==> src/rtl/nms_scan_ctrl.sv <==
`default_nettype none
// ============================================================================
// Module      : nms_scan_ctrl
// Description : Frame sequencer for the non-maximum-suppression unit. Raster
//               scans a three-row-banked magnitude/angle frame and feeds the
//               NMS unit one 3-pixel column per cycle. It then drops the
//               unit's two warm-up samples and writes W pixels per row.
// Revision    : 1.0 - initial release
// ============================================================================
module nms_scan_ctrl #(
    parameter int IMG_WIDTH  = 960,
    parameter int IMG_HEIGHT = 720,
    parameter int BIT_LENGTH = 5,
    parameter int ADDR_W     = 20
) (
    input  logic                  clk,
    input  logic                  reset,
    input  logic                  start,
    output logic                  busy,
    output logic                  done,
    output logic                  rd_en0,
    output logic                  rd_en1,
    output logic                  rd_en2,
    output logic [ADDR_W-1:0]     rd_addr0,
    output logic [ADDR_W-1:0]     rd_addr1,
    output logic [ADDR_W-1:0]     rd_addr2,
    input  logic [BIT_LENGTH+1:0] rd_data0,
    input  logic [BIT_LENGTH+1:0] rd_data1,
    input  logic [BIT_LENGTH+1:0] rd_data2,
    output logic                  nm_enable,
    output logic                  nm_clear,
    output logic [1:0]            nm_angle,
    output logic [BIT_LENGTH-1:0] nm_pix0,
    output logic [BIT_LENGTH-1:0] nm_pix1,
    output logic [BIT_LENGTH-1:0] nm_pix2,
    input  logic [BIT_LENGTH-1:0] nm_pixel_out,
    input  logic                  nm_readable,
    output logic                  wr_en,
    output logic [ADDR_W-1:0]     wr_addr,
    output logic [BIT_LENGTH-1:0] wr_data
);

    // Column counter must reach W+2 (sample count saturates there).
    localparam int CNT_W = $clog2(IMG_WIDTH + 3);
    localparam int ROW_W = (IMG_HEIGHT > 1) ? $clog2(IMG_HEIGHT) : 1;

    localparam logic [CNT_W-1:0]  K_LAST   = CNT_W'(IMG_WIDTH + 1);
    localparam logic [CNT_W-1:0]  K_RD_END = CNT_W'(IMG_WIDTH);
    localparam logic [CNT_W-1:0]  SMP_END  = CNT_W'(IMG_WIDTH + 2);
    localparam logic [ROW_W-1:0]  ROW_LAST = ROW_W'(IMG_HEIGHT - 1);
    localparam logic [ADDR_W-1:0] W_A      = ADDR_W'(IMG_WIDTH);

    typedef enum logic [2:0] {
        S_IDLE   = 3'd0,
        S_CLEAR  = 3'd1,
        S_FEED   = 3'd2,
        S_DRAIN  = 3'd3,
        S_FINISH = 3'd4
    } state_t;

    state_t                 state_q, state_d;
    logic [CNT_W-1:0]       k_q, k_d;
    logic [CNT_W-1:0]       smp_q, smp_d;
    logic [ROW_W-1:0]       row_q, row_d;
    logic [ADDR_W-1:0]      base_q, base_d;
    logic                   busy_q, busy_d;
    logic                   done_q, done_d;
    logic                   v0_q, v1_q, v2_q;
    logic [1:0]             ang_q, ang_d;
    logic                   wr_en_q, wr_en_d;
    logic [ADDR_W-1:0]      wr_addr_q, wr_addr_d;
    logic [BIT_LENGTH-1:0]  wr_data_q, wr_data_d;
    logic                   rd_go;
    logic                   unused_angle_bits;

    // Angles of the outer rows are not needed: NMS takes the centre angle.
    assign unused_angle_bits = ^{rd_data0[BIT_LENGTH+1:BIT_LENGTH],
                                 rd_data2[BIT_LENGTH+1:BIT_LENGTH]};

    // Frame sequencing: next state, column/row counters and status flags.
    always_comb begin
        state_d = state_q;
        k_d     = k_q;
        row_d   = row_q;
        base_d  = base_q;
        busy_d  = busy_q;
        done_d  = 1'b0;
        case (state_q)
            S_IDLE: begin
                if (start) begin
                    state_d = S_CLEAR;
                    busy_d  = 1'b1;
                    row_d   = '0;
                    base_d  = '0;
                end
            end
            S_CLEAR: begin
                state_d = S_FEED;
                k_d     = '0;
            end
            S_FEED: begin
                if (k_q == K_LAST) begin
                    state_d = S_DRAIN;
                    k_d     = '0;
                end else begin
                    k_d = k_q + CNT_W'(1);
                end
            end
            S_DRAIN: begin
                if (k_q == CNT_W'(1)) begin
                    if (row_q == ROW_LAST) begin
                        state_d = S_FINISH;
                    end else begin
                        state_d = S_CLEAR;
                        row_d   = row_q + ROW_W'(1);
                        base_d  = base_q + W_A;
                    end
                end else begin
                    k_d = k_q + CNT_W'(1);
                end
            end
            S_FINISH: begin
                // The row's last write is on the bus now; done follows it.
                state_d = S_IDLE;
                busy_d  = 1'b0;
                done_d  = 1'b1;
            end
            default: state_d = S_IDLE;
        endcase
    end

    // Read strobes/addresses; outer rows are suppressed at the frame edges.
    always_comb begin
        rd_go    = (state_q == S_FEED) && (k_q < K_RD_END);
        rd_en0   = rd_go && (row_q != '0);
        rd_en1   = rd_go;
        rd_en2   = rd_go && (row_q != ROW_LAST);
        rd_addr0 = rd_en0 ? (base_q - W_A + ADDR_W'(k_q)) : '0;
        rd_addr1 = rd_en1 ? (base_q + ADDR_W'(k_q))       : '0;
        rd_addr2 = rd_en2 ? (base_q + W_A + ADDR_W'(k_q)) : '0;
    end

    // NMS feed: pixels are zero unless a read was issued last cycle, and
    // the angle lags one column so it matches the centre of the window.
    always_comb begin
        nm_enable = (state_q == S_FEED);
        nm_clear  = (state_q == S_CLEAR);
        nm_pix0   = v0_q ? rd_data0[BIT_LENGTH-1:0] : '0;
        nm_pix1   = v1_q ? rd_data1[BIT_LENGTH-1:0] : '0;
        nm_pix2   = v2_q ? rd_data2[BIT_LENGTH-1:0] : '0;
        ang_d     = v1_q ? rd_data1[BIT_LENGTH+1:BIT_LENGTH] : 2'b00;
        nm_angle  = ang_q;
    end

    // Result collection: skip two warm-up samples, write the next W.
    always_comb begin
        smp_d     = smp_q;
        wr_en_d   = 1'b0;
        wr_addr_d = wr_addr_q;
        wr_data_d = wr_data_q;
        if ((state_q == S_CLEAR) || (state_q == S_IDLE)) begin
            smp_d = '0;
        end else if (nm_readable && (smp_q < SMP_END)) begin
            smp_d = smp_q + CNT_W'(1);
            if (smp_q >= CNT_W'(2)) begin
                wr_en_d   = 1'b1;
                wr_addr_d = base_q + ADDR_W'(smp_q) - ADDR_W'(2);
                wr_data_d = nm_pixel_out;
            end
        end
    end

    // State and datapath registers.
    always_ff @(posedge clk or posedge reset) begin
        if (reset) begin
            state_q   <= S_IDLE;
            k_q       <= '0;
            smp_q     <= '0;
            row_q     <= '0;
            base_q    <= '0;
            busy_q    <= 1'b0;
            done_q    <= 1'b0;
            v0_q      <= 1'b0;
            v1_q      <= 1'b0;
            v2_q      <= 1'b0;
            ang_q     <= 2'b00;
            wr_en_q   <= 1'b0;
            wr_addr_q <= '0;
            wr_data_q <= '0;
        end else begin
            state_q   <= state_d;
            k_q       <= k_d;
            smp_q     <= smp_d;
            row_q     <= row_d;
            base_q    <= base_d;
            busy_q    <= busy_d;
            done_q    <= done_d;
            v0_q      <= rd_en0;
            v1_q      <= rd_en1;
            v2_q      <= rd_en2;
            ang_q     <= ang_d;
            wr_en_q   <= wr_en_d;
            wr_addr_q <= wr_addr_d;
            wr_data_q <= wr_data_d;
        end
    end

    assign busy    = busy_q;
    assign done    = done_q;
    assign wr_en   = wr_en_q;
    assign wr_addr = wr_addr_q;
    assign wr_data = wr_data_q;

endmodule
`default_nettype wire

==> config.mk <==
export PLATFORM = sky130hd
export DESIGN_NAME = nms_scan_ctrl
export DESIGN_NICKNAME = d
export VERILOG_FILES = /design/src/rtl/nms_scan_ctrl.sv
export SDC_FILE = /design/constraint.sdc
export NUM_CORES = 1
export LEC_CHECK = 0
export ABC_AREA = 1
export ABC_CLOCK_PERIOD_IN_PS = 3400
export BUFFER_PORTS_ARGS = -buffer_cell sky130_fd_sc_hd__buf_4
export CAP_MARGIN = 30
export CORE_MARGIN = 2
export CORE_UTILIZATION = 45
export DETAILED_ROUTE_END_ITERATION = 6
export PLACE_DENSITY = 0.67
export RECOVER_POWER = 25
export SYNTH_ARGS = -nofsm -noshare
export SYNTH_HDL_FRONTEND = slang
export SYNTH_SLANG_ARGS = --single-unit
==> constraint.sdc <==
create_clock -name clk -period 3.4 [get_ports clk]
set_input_delay 0.51 -clock clk [delete_from_list [all_inputs] [get_ports clk]]
set_output_delay 0.51 -clock clk [all_outputs]
set_load 0.02 [all_outputs]
==> results of run 1 <==
-- logic make-up after synthesis --
group,count (synthesis),share of synthesized area [%]
AOI/OAI and AO/OA,196,15.6
xor gates and xnor gates,30,3.72
adders and majority gates,68,12.5
buffers and inverters,183,10.4
DFF,80,28.3
other,2,0.106
and+or+nand+nor,480,29.4
-- what timing repair did --
item                                    CTS  global route
setup buffers                             0             7
gates resized for setup                   0            13
hold endpoints to repair                  0             0
endpoints found under the setup margin    0            11
-- cells in the mapped netlist, types with 8 or more instances --
| cell | n | area [µm²] |
|---|---|---|
| nand2_1 | 239 | 897 |
| inv_1 | 156 | 586 |
| nor2_1 | 103 | 387 |
| dfrtp_1 | 80 | 2000 |
| o21ai_0 | 78 | 390 |
| nand3_1 | 68 | 340 |
| a21oi_1 | 67 | 335 |
| ha_1 | 64 | 801 |
| nor3_1 | 28 | 140 |
| xor2_1 | 24 | 210 |
| nand4_1 | 17 | 106 |
| o22ai_1 | 10 | 62.6 |
| buf_2 | 8 | 40.0 |
| inv_2 | 8 | 30.0 |
| o21bai_1 | 8 | 60.1 |
-- final timing paths --
path	start	end	slack (ns)
max	k_q[7]	rd_addr0[19]	0.11
min	rd_data1[6]	nm_angle[1]	0.34
max reg2reg	base_q[9]	wr_addr[10]	0.85
min reg2reg	wr_data[3]	wr_data[3]	0.47
max in group asynchronous	reset	base_q[10]	0.98
min in group asynchronous	reset	smp_q[6]	0.54
-- stage by stage --
stage / std cells / hold slack (ns) / total power [mW] / setup WS (ns)
final: 1404 / 0.342 / 3.37 / 0.105
after global routing: 1404 / 0.357 / 3.60 / 0.00164
after CTS: 1397 / 0.252 / 3.40 / 0.0262
after detailed placement: 1381 / 0.460 / 2.32 / 0.408
after global placement: 1381 / 0.456 / 2.29 / 0.455
after floorplan: 1045 / 0.482 / 1.94 / 0.626
-- final cells by class --
type                       count  area [µm²]
fill                        1502        6530
multi-input combinational    782        4390
sequential                    80        2000
timing repair buffer         151        1130
inverter                     164         619
tap                          211         264
clock buffer                   9         225
clock inverter                 7        95.1
-- state kept, by name, summed over array words and instances, names as in the netlist --
| register | flops |
|---|---|
| base_q | 14 |
| busy | 1 |
| done | 1 |
| k_q | 10 |
| nm_angle | 2 |
| row_q | 10 |
| smp_q | 10 |
| state_q | 3 |
| v0_q | 1 |
| v1_q | 1 |
| v2_q | 1 |
| wr_addr | 20 |
| wr_data | 5 |
| wr_en | 1 |
-- worst reg2reg max path, cell delays in order, from the launching register on --
cell	delay (ns)
dfrtp_1	0.48
inv_1	0.17
ha_1	0.31
inv_1	0.04
ha_1	0.34
a21oi_1	0.19
a21boi_0	0.38
nand2_1	0.11
or2_2	0.28
nand3_1	0.08
nand2_1	0.05
-- layer usage --
metal | GRT usage, % | up-vias | wire, µm
li1 | - | 3662 | -
met3 | 3.26 | 17 | 791
met4 | 6.33 | 0 | 252
met2 | 41.1 | 165 | 9490
met1 | 31.0 | 3280 | 8850
met5 | 0 | - | 0
-- report_power, final --
part,internal (mW),switching (mW)
clock network,0.645,0.427
logic,0.436,0.673
registers,1.09,0.101
total,2.17,1.20
==> results.md, run 1 <==
- Status: finished, violations left
- Failing checks: max-capacitance violations, max-slew violations
- Slew Viols, Final: 39
- Hold-critical path depth: 3
- CP max-delay cell: fa_1
- Library cells used by synthesis: 49
- Cells after Synth: 1039
- CTS clock-pin slew for the worst setup and hold paths: 0.07 ns
- Die Ht: 129 µm
- Crit path cell chain: ha_1 -> fa_1 -> inv_1 -> o21bai_1 -> a21oi_1 -> o21ai_0 -> buf_4 -> nand2_1 -> nand3_1 -> nand2_1 -> nor2_1 -> buf_4
- RSZ-0062 raised after global routing: false
- Final setup violation count: 0
- Clk_lat worst skew: 0.35 ns
- TritonCTS clock tree: yes
- Critical path data arrival time: 2.78 ns
- Leakage: 4.88 nW
- Final period utilization: 96.9%
- Area after DPL: 0.00834 mm²
- H-tree depth: 3
- Crit-path max FO: 6
- Relative slew margins: -6.56%
- Largest net degree at the start of global routing: 44
- I/O Buffers: 135
- I/O pin cnt: 140
- Initial antenna violation count: 0
- Max cap viols: 1
- Worst Tran Pin Value: 1.59 ns
- Number of global-route vias before repair: 6539
- Wire per inst: 13.8 µm
- Layout Skew: 0.00887 ns
- CTS Hold Bufs: 0
- Diode count: 0
- Synthesized area: 0.00707 mm²
- Sink Count: 80
- Pwr dens: 386 mW/mm²
- Hold Path Class: in -> reg
- Ys async rst share: 100%
- Top cell family by delay on the critical path: adder cells
- # DRC: 0
- Final ANT Viol Nets: 0
- Number of buffers and inverters on the critical path: 3
- Worst Path Required: 2.89 ns
- Final GP Congestion: 0.881
- Register area share after synthesis: 28.3%
- Syn-to-layout area delta: 23.5%
- Clock Tree Buf Depth: 2
- FP Rows: 45
- Num CTS Buffers: 9
- Final hold viol count: 0
- Syn_area_per_cell: 6.81 µm²
- Synth Register Bits: 80
- Die ar.: 0.0167 mm²
- Root buf cell: clkbuf_16
- Initial Util: 46.3%
- First-pass GRT wire length: 31.6 mm
- Setup_tns: 0 ns
- GR Overflow Total: 0
- Design Area, Final: 0.00873 mm²
- Fmax: 304 MHz
- Worst setup EP type: output pin
- Detail Placement HPWL: 15.1 mm
- DIE WIDTH: 129 µm
- Synth warn: 0
- Nets: 1286
- Setup Crit Path Kind: reg -> out
- Drt pass-1 iters: 5
- Post-synth EDFFs: 0
- Initial drt markers: 442
- Final Util: 57.2%
- Total number of vias: 7124
- Vias per cell: 5.07
- Core area: 0.0153 mm²
- Post-route minimum period: 3.29 ns
- Levels on crit path: 12
- Critical Path Start Type: flip-flop
- Critical path's largest stage delay: 0.56 ns
- VDD IR-drop max: 0.318 mV
- Top_reg_cell synth: dfrtp_1
- Share of cells above drive strength 1: 17.8%
- Commonest non-fill, non-tap cells in the layout: nand2_1 (238), inv_1 (153), buf_4 (149), nor2_1 (102)
- Total Routing Usage GR: 23.6%
- WL final: 19.4 mm
- Leading cell type in the layout, fill and taps excluded: nand2_1
- R2r worst-path depth: 10
(Power assumes the default switching activity.)
==> inputs of run 2 (changes only) <==
--- a/config.mk
+++ b/config.mk
@@ -9,9 +9,11 @@
 export ABC_CLOCK_PERIOD_IN_PS = 3400
 export BUFFER_PORTS_ARGS = -buffer_cell sky130_fd_sc_hd__buf_4
 export CAP_MARGIN = 30
+export CORE_ASPECT_RATIO = 0.7
 export CORE_MARGIN = 2
 export CORE_UTILIZATION = 45
 export DETAILED_ROUTE_END_ITERATION = 6
+export HOLD_SLACK_MARGIN = 0.1
 export PLACE_DENSITY = 0.67
 export RECOVER_POWER = 25
 export SYNTH_ARGS = -nofsm -noshare
==> results.md, run 2 (same netlist as run 1, synthesis figures left out) <==
- Relative slew margins: -36.2%
- Initial antenna violation count: 0
- Commonest non-fill, non-tap cells in the layout: nand2_1 (239), inv_1 (154), buf_4 (148), nor2_1 (102), dfrtp_1 (78)
- Fillers: 1525
- Sink Count: 80
- Root buf cell: clkbuf_16
- Syn-to-layout area delta: 23.7%
- CTS Hold Bufs: 0
- Final period utilization: 94.6%
- FF/Latch Area: 0.00200 mm²
- CTS clock-pin slew for the worst setup and hold paths: 0.06 ns
- Pre-CTS WS: 0.396 ns
- # DRC: 0
- Clk_lat worst skew: 0.35 ns
- Total Routing Usage GR: 24.6%
- Setup Crit Path Kind: reg -> out
- Crit-path max FO: 11
- Leakage: 4.89 nW
- Gate power share: 31.7%
- Fin worst setup slack: 0.184 ns
- Multi-input gate area: 0.00439 mm²
- Vias per cell: 5.14
- Clock Tree Buf Depth: 2
- Setup_tns: 0 ns
- Psw: 1.19 mW
- H-tree depth: 3
- WL final: 19.8 mm
- Critical path data arrival time: 2.71 ns
- Number of global-route vias before repair: 6563
- Post-route minimum period: 3.22 ns
- Drt pass-1 iters: 6
- Detail Placement HPWL: 15.4 mm
- Share of cells above drive strength 1: 17.4%
- Final GP Congestion: 0.868
- Wire per inst: 14.2 µm
- Total number of vias: 7159
- First-pass GRT wire length: 33.1 mm
- Setup crit end: rd_addr0[6]
- GR Overflow Total: 0
- Layout Skew: 0.00469 ns
- TritonCTS clock tree: yes
- Hold Path Class: in -> reg
- Pwr dens: 401 mW/mm²
- Total internal power: 2.32 mW
- Die ar.: 0.0168 mm²
- Slew Viols, Final: 81
- Worst Tran Pin Value: 2.04 ns
- Initial Util: 45.8%
- Final setup violation count: 0
- Clock power share: 34.3%
- HP Start: rd_data1[5]
- Largest net degree at the start of global routing: 81
- DIE WIDTH: 154 µm
- FP Rows: 38
- Worst Path Required: 2.89 ns
- Leading cell type in the layout, fill and taps excluded: nand2_1
- I/O Buffers: 135
- Worst setup path startpoint: state_q[2]
- Status: finished, violations left
- Seq pwr share: 34.0%
- Final ANT Viol Nets: 0
- Num CTS Buffers: 9
- Critical Path Start Type: flip-flop
- Diode count: 0
- Overall Power: 3.51 mW
- Die Ht: 109 µm
- Initial drt markers: 489
- Nets: 1285
- Fmax: 311 MHz
- Max reg flops: 20
- Final hold viol count: 0
- Core area: 0.0155 mm²
- I/O pin cnt: 140
- Worst setup EP type: output pin
- FF-to-FF End: wr_addr[10]
- R2r setup slk: 0.91 ns
- Sw Ratio: 33.8%
- Worst flop-to-flop path startpoint: base_q[9]
- VDD IR-drop max: 0.234 mV
- Max cap viols: 1
- R2r worst-path depth: 10
- Failing checks: max-capacitance violations, max-slew violations
[run 2: worst min path at each step]
stage / to / depth (start not counted)
5_1_grt: wr_data[1] / 3
6_report: nm_angle[0] / 3
3_3_place_gp: wr_data[0] / 2
4_1_cts: smp_q[4] / 3
2_1_floorplan: done / 1
3_5_place_dp: wr_data[1] / 2
[run 2: through the flow]
stage | instances | instance area, µm² | hold WS [ns] | util (%)
finish | 1392 | 8750 | 0.356 | 56.6
global route | 1392 | 8750 | 0.368 | 56.6
CTS | 1388 | 8700 | 0.268 | 56.3
detailed placement | 1372 | 8340 | 0.462 | 54.0
global placement | 1372 | 8340 | 0.458 | 54.0
floorplan | 1045 | 7090 | 0.482 | -
[run 2: power groups by stage]
| stage | Clock, mW | Combinational, mW | Sequential [mW] |
|---|---|---|---|
| after floorplan | 0 | 0.625 | 1.31 |
| after global placement | 0 | 1.10 | 1.20 |
| after detailed placement | 0 | 1.11 | 1.21 |
| after CTS | 1.22 | 1.12 | 1.19 |
| after global routing | 1.26 | 1.27 | 1.21 |
| final | 1.20 | 1.11 | 1.19 |
[run 2: timing repair]
item                                    CTS  global route
endpoints found under the setup margin    0            12
gates resized for setup                   0            12
setup buffers                             0             4
[run 2: final cells by class]
type                       instances  share of cell area (%)
multi-input combinational        782                    50.2
tap                              200                    2.86
clock buffer                      11                    2.66
inverter                         164                    7.05
sequential                        80                    22.9
timing repair buffer             150                    12.8
clock inverter                     5                    1.47
[run 2: routing by layer]
layer	track usage, %	vias up	part of all wire [%]
met5	0	-	0
met4	5.01	0	0.86
met3	4.41	16	6.6
met2	36.6	236	41
met1	37.3	3244	52
li1	-	3663	-
[run 2: critical path: stages (launching register included)]
cell	delay (ns)
dfrtp_1	0.43
nor3_4	0.37
inv_2	0.08
a21oi_2	0.16
inv_2	0.19
nor2_4	0.36
inv_2	0.15
a211oi_1	0.39
buf_4	0.23
